### config.mk
export PLATFORM = sky130hd
export DESIGN_NAME = audio_voice_scheduler_flat
export DESIGN_NICKNAME = d
export VERILOG_FILES = /design/src/rtl/audio_voice_if.sv /design/src/rtl/audio_voice_scheduler.sv /design/src/flat_wrapper.sv
export SDC_FILE = /design/constraint.sdc
export NUM_CORES = 1
export LEC_CHECK = 0
export BUFFER_PORTS_ARGS = -buffer_cell sky130_fd_sc_hd__buf_2
export CORE_ASPECT_RATIO = 0.75
export CORE_MARGIN = 3
export CORE_UTILIZATION = 50
export CTS_BUF_LIST = sky130_fd_sc_hd__clkbuf_4
export DETAILED_ROUTE_END_ITERATION = 10
export GPL_TIMING_DRIVEN = 0
export PLACE_DENSITY = 0.69
export SLEW_MARGIN = 20
export SYNTH_ARGS = -nofsm -noshare
export SYNTH_HDL_FRONTEND = slang
export SYNTH_SLANG_ARGS = --single-unit
### constraint.sdc
create_clock -name clk_1mhz -period 12.47 [get_ports clk_1mhz]
set_clock_uncertainty 0.2 [all_clocks]
set_input_delay 2.494 -clock clk_1mhz [delete_from_list [all_inputs] [get_ports clk_1mhz]]
set_output_delay 2.494 -clock clk_1mhz [all_outputs]
set_load 0.1 [all_outputs]
### src/rtl/audio_voice_if.sv
// Register-write bus and voice outputs between the CPU side and the voice scheduler.
interface audio_voice_if #(
    parameter int NUM_CH = 4
);
    localparam int AW = $clog2(NUM_CH) + 2;

    logic                   wr_en;
    logic [AW-1:0]          wr_addr;
    logic [7:0]             wr_data;
    logic [NUM_CH*16-1:0]   freq_out;
    logic [NUM_CH*4-1:0]    vol_out;
    logic [NUM_CH-1:0]      active;
    logic                   frame_tick;

    modport master (
        output wr_en, wr_addr, wr_data,
        input  freq_out, vol_out, active, frame_tick
    );

    modport slave (
        input  wr_en, wr_addr, wr_data,
        output freq_out, vol_out, active, frame_tick
    );
endinterface

### src/rtl/audio_voice_scheduler.sv
// Per-voice frequency/envelope registers with a frame-tick driven duration and
// linear volume-decay envelope for a bank of square-wave channels.
module audio_voice_lane (
    input  logic        clk_1mhz,
    input  logic        rst,
    input  logic        tick,
    input  logic        wr_sel,
    input  logic [1:0]  wr_reg,
    input  logic [7:0]  wr_data,
    output logic [15:0] freq,
    output logic [3:0]  vol,
    output logic        active
);
    logic [7:0] shadow_lo, dur_cnt;
    logic [3:0] vol_init, decay_rate, vol_cur, decay_cnt;

    always_ff @(posedge clk_1mhz or posedge rst) begin
        if (rst) begin
            freq       <= '0;
            shadow_lo  <= '0;
            vol_init   <= '0;
            decay_rate <= '0;
            vol_cur    <= '0;
            decay_cnt  <= '0;
            dur_cnt    <= '0;
            active     <= 1'b0;
        end else begin
            if (wr_sel) begin
                case (wr_reg)
                    2'd0:    shadow_lo <= wr_data;
                    2'd1:    freq <= {wr_data, shadow_lo};
                    2'd2:    {vol_init, decay_rate} <= wr_data;
                    default: ;
                endcase
            end

            // KEYON owns the voice on its edge; the tick is dropped for this channel.
            if (wr_sel && wr_reg == 2'd3) begin
                if (wr_data == 8'h00 || vol_init == 4'd0) begin
                    active  <= 1'b0;
                    vol_cur <= '0;
                end else begin
                    active    <= 1'b1;
                    vol_cur   <= vol_init;
                    decay_cnt <= decay_rate;
                    dur_cnt   <= wr_data;
                end
            end else if (tick && active) begin
                if (dur_cnt == 8'h01) begin
                    active  <= 1'b0;
                    vol_cur <= '0;
                end else begin
                    if (dur_cnt != 8'hFF && dur_cnt != 8'h00)
                        dur_cnt <= dur_cnt - 8'd1;
                    if (decay_rate != 4'd0) begin
                        if (decay_cnt == 4'd1) begin
                            decay_cnt <= decay_rate;
                            if (vol_cur != 4'd0) vol_cur <= vol_cur - 4'd1;
                            if (vol_cur <= 4'd1) active <= 1'b0;
                        end else if (decay_cnt != 4'd0) begin
                            decay_cnt <= decay_cnt - 4'd1;
                        end
                    end
                end
            end
        end
    end

    assign vol = active ? vol_cur : 4'd0;
endmodule

module audio_voice_scheduler #(
    parameter int NUM_CH   = 4,
    parameter int TICK_DIV = 16667
) (
    input  logic                clk_1mhz,
    input  logic                rst,
    audio_voice_if.slave        bus
);
    localparam int CW = $clog2(NUM_CH);
    localparam int PW = $clog2(TICK_DIV);
    localparam logic [PW-1:0] PRESC_LAST = PW'(TICK_DIV - 1);

    logic [PW-1:0]              presc;
    logic                       frame_tick;
    logic [NUM_CH-1:0][15:0]    freq_a;
    logic [NUM_CH-1:0][3:0]     vol_a;
    logic [NUM_CH-1:0]          active_a;
    logic [CW-1:0]              wr_ch;

    // frame_tick is high in the cycle right after the prescaler wrap cycle.
    always_ff @(posedge clk_1mhz or posedge rst) begin
        if (rst) begin
            presc      <= '0;
            frame_tick <= 1'b0;
        end else begin
            presc      <= (presc == PRESC_LAST) ? '0 : presc + 1'b1;
            frame_tick <= (presc == PRESC_LAST);
        end
    end

    assign wr_ch = bus.wr_addr[CW+1:2];

    for (genvar i = 0; i < NUM_CH; i++) begin : g_lane
        audio_voice_lane u_lane (
            .clk_1mhz (clk_1mhz),
            .rst      (rst),
            .tick     (frame_tick),
            .wr_sel   (bus.wr_en && wr_ch == CW'(i)),
            .wr_reg   (bus.wr_addr[1:0]),
            .wr_data  (bus.wr_data),
            .freq     (freq_a[i]),
            .vol      (vol_a[i]),
            .active   (active_a[i])
        );
    end

    assign bus.freq_out   = freq_a;
    assign bus.vol_out    = vol_a;
    assign bus.active     = active_a;
    assign bus.frame_tick = frame_tick;
endmodule

### src/flat_wrapper.sv
// flat-port wrapper written by rule: the top's interface ports become plain ports
module audio_voice_scheduler_flat 
#(
    parameter int NUM_CH   = 4,
    parameter int TICK_DIV = 16667
)
  (clk_1mhz, rst, bus_wr_en, bus_wr_addr, bus_wr_data, bus_freq_out, bus_vol_out, bus_active, bus_frame_tick);
  audio_voice_if #(.NUM_CH(NUM_CH)) bus_i ();
  input  logic clk_1mhz;
  input  logic rst;
  input wire logic [$bits(bus_i.wr_en)-1:0] bus_wr_en;
  input wire logic [$bits(bus_i.wr_addr)-1:0] bus_wr_addr;
  input wire logic [$bits(bus_i.wr_data)-1:0] bus_wr_data;
  output wire logic [$bits(bus_i.freq_out)-1:0] bus_freq_out;
  output wire logic [$bits(bus_i.vol_out)-1:0] bus_vol_out;
  output wire logic [$bits(bus_i.active)-1:0] bus_active;
  output wire logic [$bits(bus_i.frame_tick)-1:0] bus_frame_tick;
  assign bus_i.wr_en = bus_wr_en;
  assign bus_i.wr_addr = bus_wr_addr;
  assign bus_i.wr_data = bus_wr_data;
  assign bus_freq_out = bus_i.freq_out;
  assign bus_vol_out = bus_i.vol_out;
  assign bus_active = bus_i.active;
  assign bus_frame_tick = bus_i.frame_tick;
  audio_voice_scheduler #(.NUM_CH(NUM_CH), .TICK_DIV(TICK_DIV)) u_core (.clk_1mhz(clk_1mhz), .rst(rst), .bus(bus_i));
endmodule
==> summary.md <==
For this design the static power due to leakage is 0.00565 µW. The via count of the first global-routing pass came out at 8284. The tightest slew margin relative to the limit is 45.6%, and the number of antenna violations at the first check in global routing is 1. The final hold slack is 290 ps.

The top cell types in the final layout, fill and taps aside, are 212 x dfrtp_1, 132 x mux2_2, 104 x buf_2. Compared with the post-synthesis result, the final layout area differs by 14.2%. For the data required time at the worst endpoint, the log shows 9780 ps. Of all cell types, the one taking the most synthesized area is dfrtp_1. The floorplan die area was 0.0235 mm². Of the total synthesized cell area, the portion taken by AND, OR, NAND and NOR gates is 14.0%. The cell-internal power came out at 1440 µW.

The floorplan step defined a core boundary enclosing 0.0207 mm². The xor/xnor cell area share of the yosys netlist came out at 1.05%. For the final count of pins violating max slew, the log shows 0. The count of flip-flops with a built-in enable after synthesis works out to 0. Subtracting the final worst setup slack from the clock period gives 4560 ps. The horizontal die dimension was 176 µm; the remaining antenna violation count after routing was 0. Setup repair after global routing left no endpoint under its margin. The worst setup path is captured at a primary output.

The run gives 42.0% as the logic gate share of total power. STA classifies the critical path startpoint as a flop. The clock passes through at most 3 buffers. The synthesized netlist occupies a cell area of 0.0108 mm². The most frequent standard cell in the layout excluding fill and tap cells is dfrtp_1. TritonCTS built the clock tree. For the highest attainable clock frequency, the log shows 219 MHz.

During placement, the flow inserted port buffers numbering 98. Entering global routing, the biggest net connects 84 pins. Yosys attributes the largest share of cell area to dfrtp_1 49%, mux2_2 14%, ha_1 4.4%, nor2_1 2.7%, a21oi_1 2.4%. Combinational family with the most area after synthesis: compound AO/OA/AOI/OAI gates. After detailed routing, the total wire length is 27.3 mm.

The number of hold violations in the final report came out at 0. The tools report the number of distinct library cells after synthesis as 74. The starting DRC count in detailed routing was 925. Net switching is 47.2% of the power.

For this design the total switching power over the nets is 1290 µW. The part of the power in the clock network is 20.6%, and the number of placement rows is 45. Along the worst path, the maximum fanout reaches 8. The initial utilization of the core area, before any placement, comes to 52.2%. The share of layout cells above drive strength 1 is 29.1%. Global routing finished with a remaining overflow of 0. The total DRC errors in the routed layout came out at 0. The setup check on the worst reg-to-reg path leaves a slack of 9700 ps.

After clock tree synthesis, the repair step resized 0 gates. Worst setup slack after placement: 7520 ps. The average vias per placed instance is 5.93, and the clock transition time at the flip-flop clock pins of the worst setup and hold paths is 70 ps. Share of power burned in registers: 37.4%.

The most instantiated flip-flop cell in the synthesis netlist is dfrtp_1. Number of warnings issued by yosys: 0. Dividing the final minimum period by the clock period gives 36.6%. The synthesized netlist devotes 14.3% of its cell area to compound gates.

Averaged over all synthesized cells, the footprint is 10.9 µm². Clock tree synthesis inserted a total of 51 buffers. The number of synthesized register bits is 212, and the average wire per standard cell is 18.6 µm. Across the VDD grid, the largest voltage drop is 0.185 mV. After synthesis, flip-flops and latches occupy 49.0% of the total area.

For this design the top-level I/O count stands at 100. The number of buffers added for setup after CTS is 0, and the synthesized net count is 1049. In the final timing run, aggregate negative setup slack is 0 ps. Hold repair after CTS inserted 0 buffers. The run finished with clean final reports.

The critical path start-end classification is reg2out. The arrival time of data at the critical path endpoint was 1870 ps; the total power divided by cell area was 220 mW/mm². The number of endpoints failing setup at the final stage was 0.

The logs give 44.7 mm for the wire length of the first global-routing pass and 1202 for the final layout net count. The post-route total power was 2720 µW; the sum of net half-perimeters after detailed placement was 19.1 mm. The share of synthesized area in the top cell type comes to 49.0%.

The path class of the tightest hold or removal check is reg2reg. The tree built by TritonCTS fans out to 212 sinks. Routability-driven placement finished with a final weighted congestion of 0.895. Total number of H-tree levels: 2. The proportion of register bits with asynchronous set or reset after synthesis is 100%, and the adder-cell share of the synthesized area is 4.39%.

The first detailed-routing pass ran for 6 iterations. The total via count in the routed design was 8697. The measured slew at the worst slew-check pin is 813 ps, and the die outline height is 133 µm. The run gives 23.5% as the aggregate global-route resource usage.

For the number of standard cells after synthesis, the log shows 996. The tools report the final setup slack of the worst path as 7910 ps. In this run the clock root is driven by a clkbuf_4. Clock latency on the worst-skew pair, taken at its later pin, is 670 ps.

The mux contribution to synthesized area was 14.2%. The tool flagged a number of max-cap violations equal to 0.
## stage by stage
stage | area [µm²] | std cells | utilization, %
after floorplan | 10800 | 996 | -
after global placement | 11700 | 1376 | 56.3
after detailed placement | 11700 | 1378 | 56.6
after CTS | 12400 | 1466 | 59.6
after global routing | 12400 | 1467 | 59.7
final | 12400 | 1467 | 59.7
## sequential cells by signal, indices dropped and copies added (netlist names)
name / count
u_core.g_lane.u_lane.freq: 64
u_core.g_lane.u_lane.dur_cnt: 32
u_core.g_lane.u_lane.shadow_lo: 32
u_core.g_lane.u_lane.decay_cnt: 16
u_core.g_lane.u_lane.decay_rate: 16
u_core.g_lane.u_lane.vol_cur: 16
u_core.g_lane.u_lane.vol_init: 16
u_core.presc: 15
u_core.g_lane.u_lane.active: 4
u_core.bus.frame_tick: 1
## path summary, 6_finish.rpt
kind	from	end	depth (start not counted)
worst max-delay path	u_core.g_lane[2].u_lane.active	bus_vol_out[10]	2
worst min-delay path	u_core.presc[12]	u_core.presc[12]	1
worst max register to register	u_core.bus.frame_tick	u_core.g_lane[2].u_lane.dur_cnt[6]	6
worst min register to register	u_core.presc[12]	u_core.presc[12]	1
max in group asynchronous	rst	u_core.g_lane[3].u_lane.decay_rate[0]	3
min in group asynchronous	rst	u_core.g_lane[1].u_lane.shadow_lo[7]	2
## worst max-delay path, stage by stage (launching register included)
cell     delay (ps)
dfrtp_1         530
and2_1          230
buf_2           440
## synth_stat cells, types with 9 or more instances
library cell	instances
dfrtp_1	212
a32o_1	9
and2_1	28
nand2_1	56
and3_1	10
nand3_1	21
nor2_1	79
o22ai_1	10
a21oi_1	52
inv_1	37
a31oi_1	14
nand4_1	12
o21ai_0	40
mux2_2	132
nor3_1	30
clkbuf_1	30
ha_1	38
o22a_1	18
a32oi_1	10
nor4_1	14
## layout make-up
| class | instances | area [µm²] |
|---|---|---|
| Tap cell | 282 | 353 |
| Antenna cell | 1 | 2.50 |
| Inverter | 37 | 146 |
| Sequential cell | 212 | 5310 |
| Multi-Input combinational cell | 705 | 5190 |
| Clock buffer | 76 | 571 |
| Timing Repair Buffer | 100 | 546 |
| Clock inverter | 12 | 61.3 |
| Fill cell | 1815 | 8360 |
| Buffer | 42 | 188 |
## power by group through the flow
| stage | clock [µW] | sequential [µW] | combinational [µW] |
|---|---|---|---|
| after floorplan | 0 | 1370 | 567 |
| after global placement | 0 | 1020 | 1130 |
| after detailed placement | 0 | 1030 | 1140 |
| after CTS | 578 | 1010 | 1150 |
| after global routing | 614 | 1040 | 1220 |
| final | 560 | 1020 | 1140 |
## per-layer routing
layer / vias up / part of all wire, % / track usage, %
li1: 3999 / - / -
met1: 4326 / 49 / 36.3
met2: 311 / 42 / 32.9
met3: 61 / 7.2 / 5.19
met4: 0 / 2.2 / 6.90
met5: - / 0 / 0
## cell families after synthesis
group,count (synthesis)
AOI/OAI and AO/OA,222
xor gates and xnor gates,13
adders and majority gates,38
buffers and inverters,79
DFF,212
muxes,137
and+or+nand+nor,295
Power figures use the tool's default switching activity.
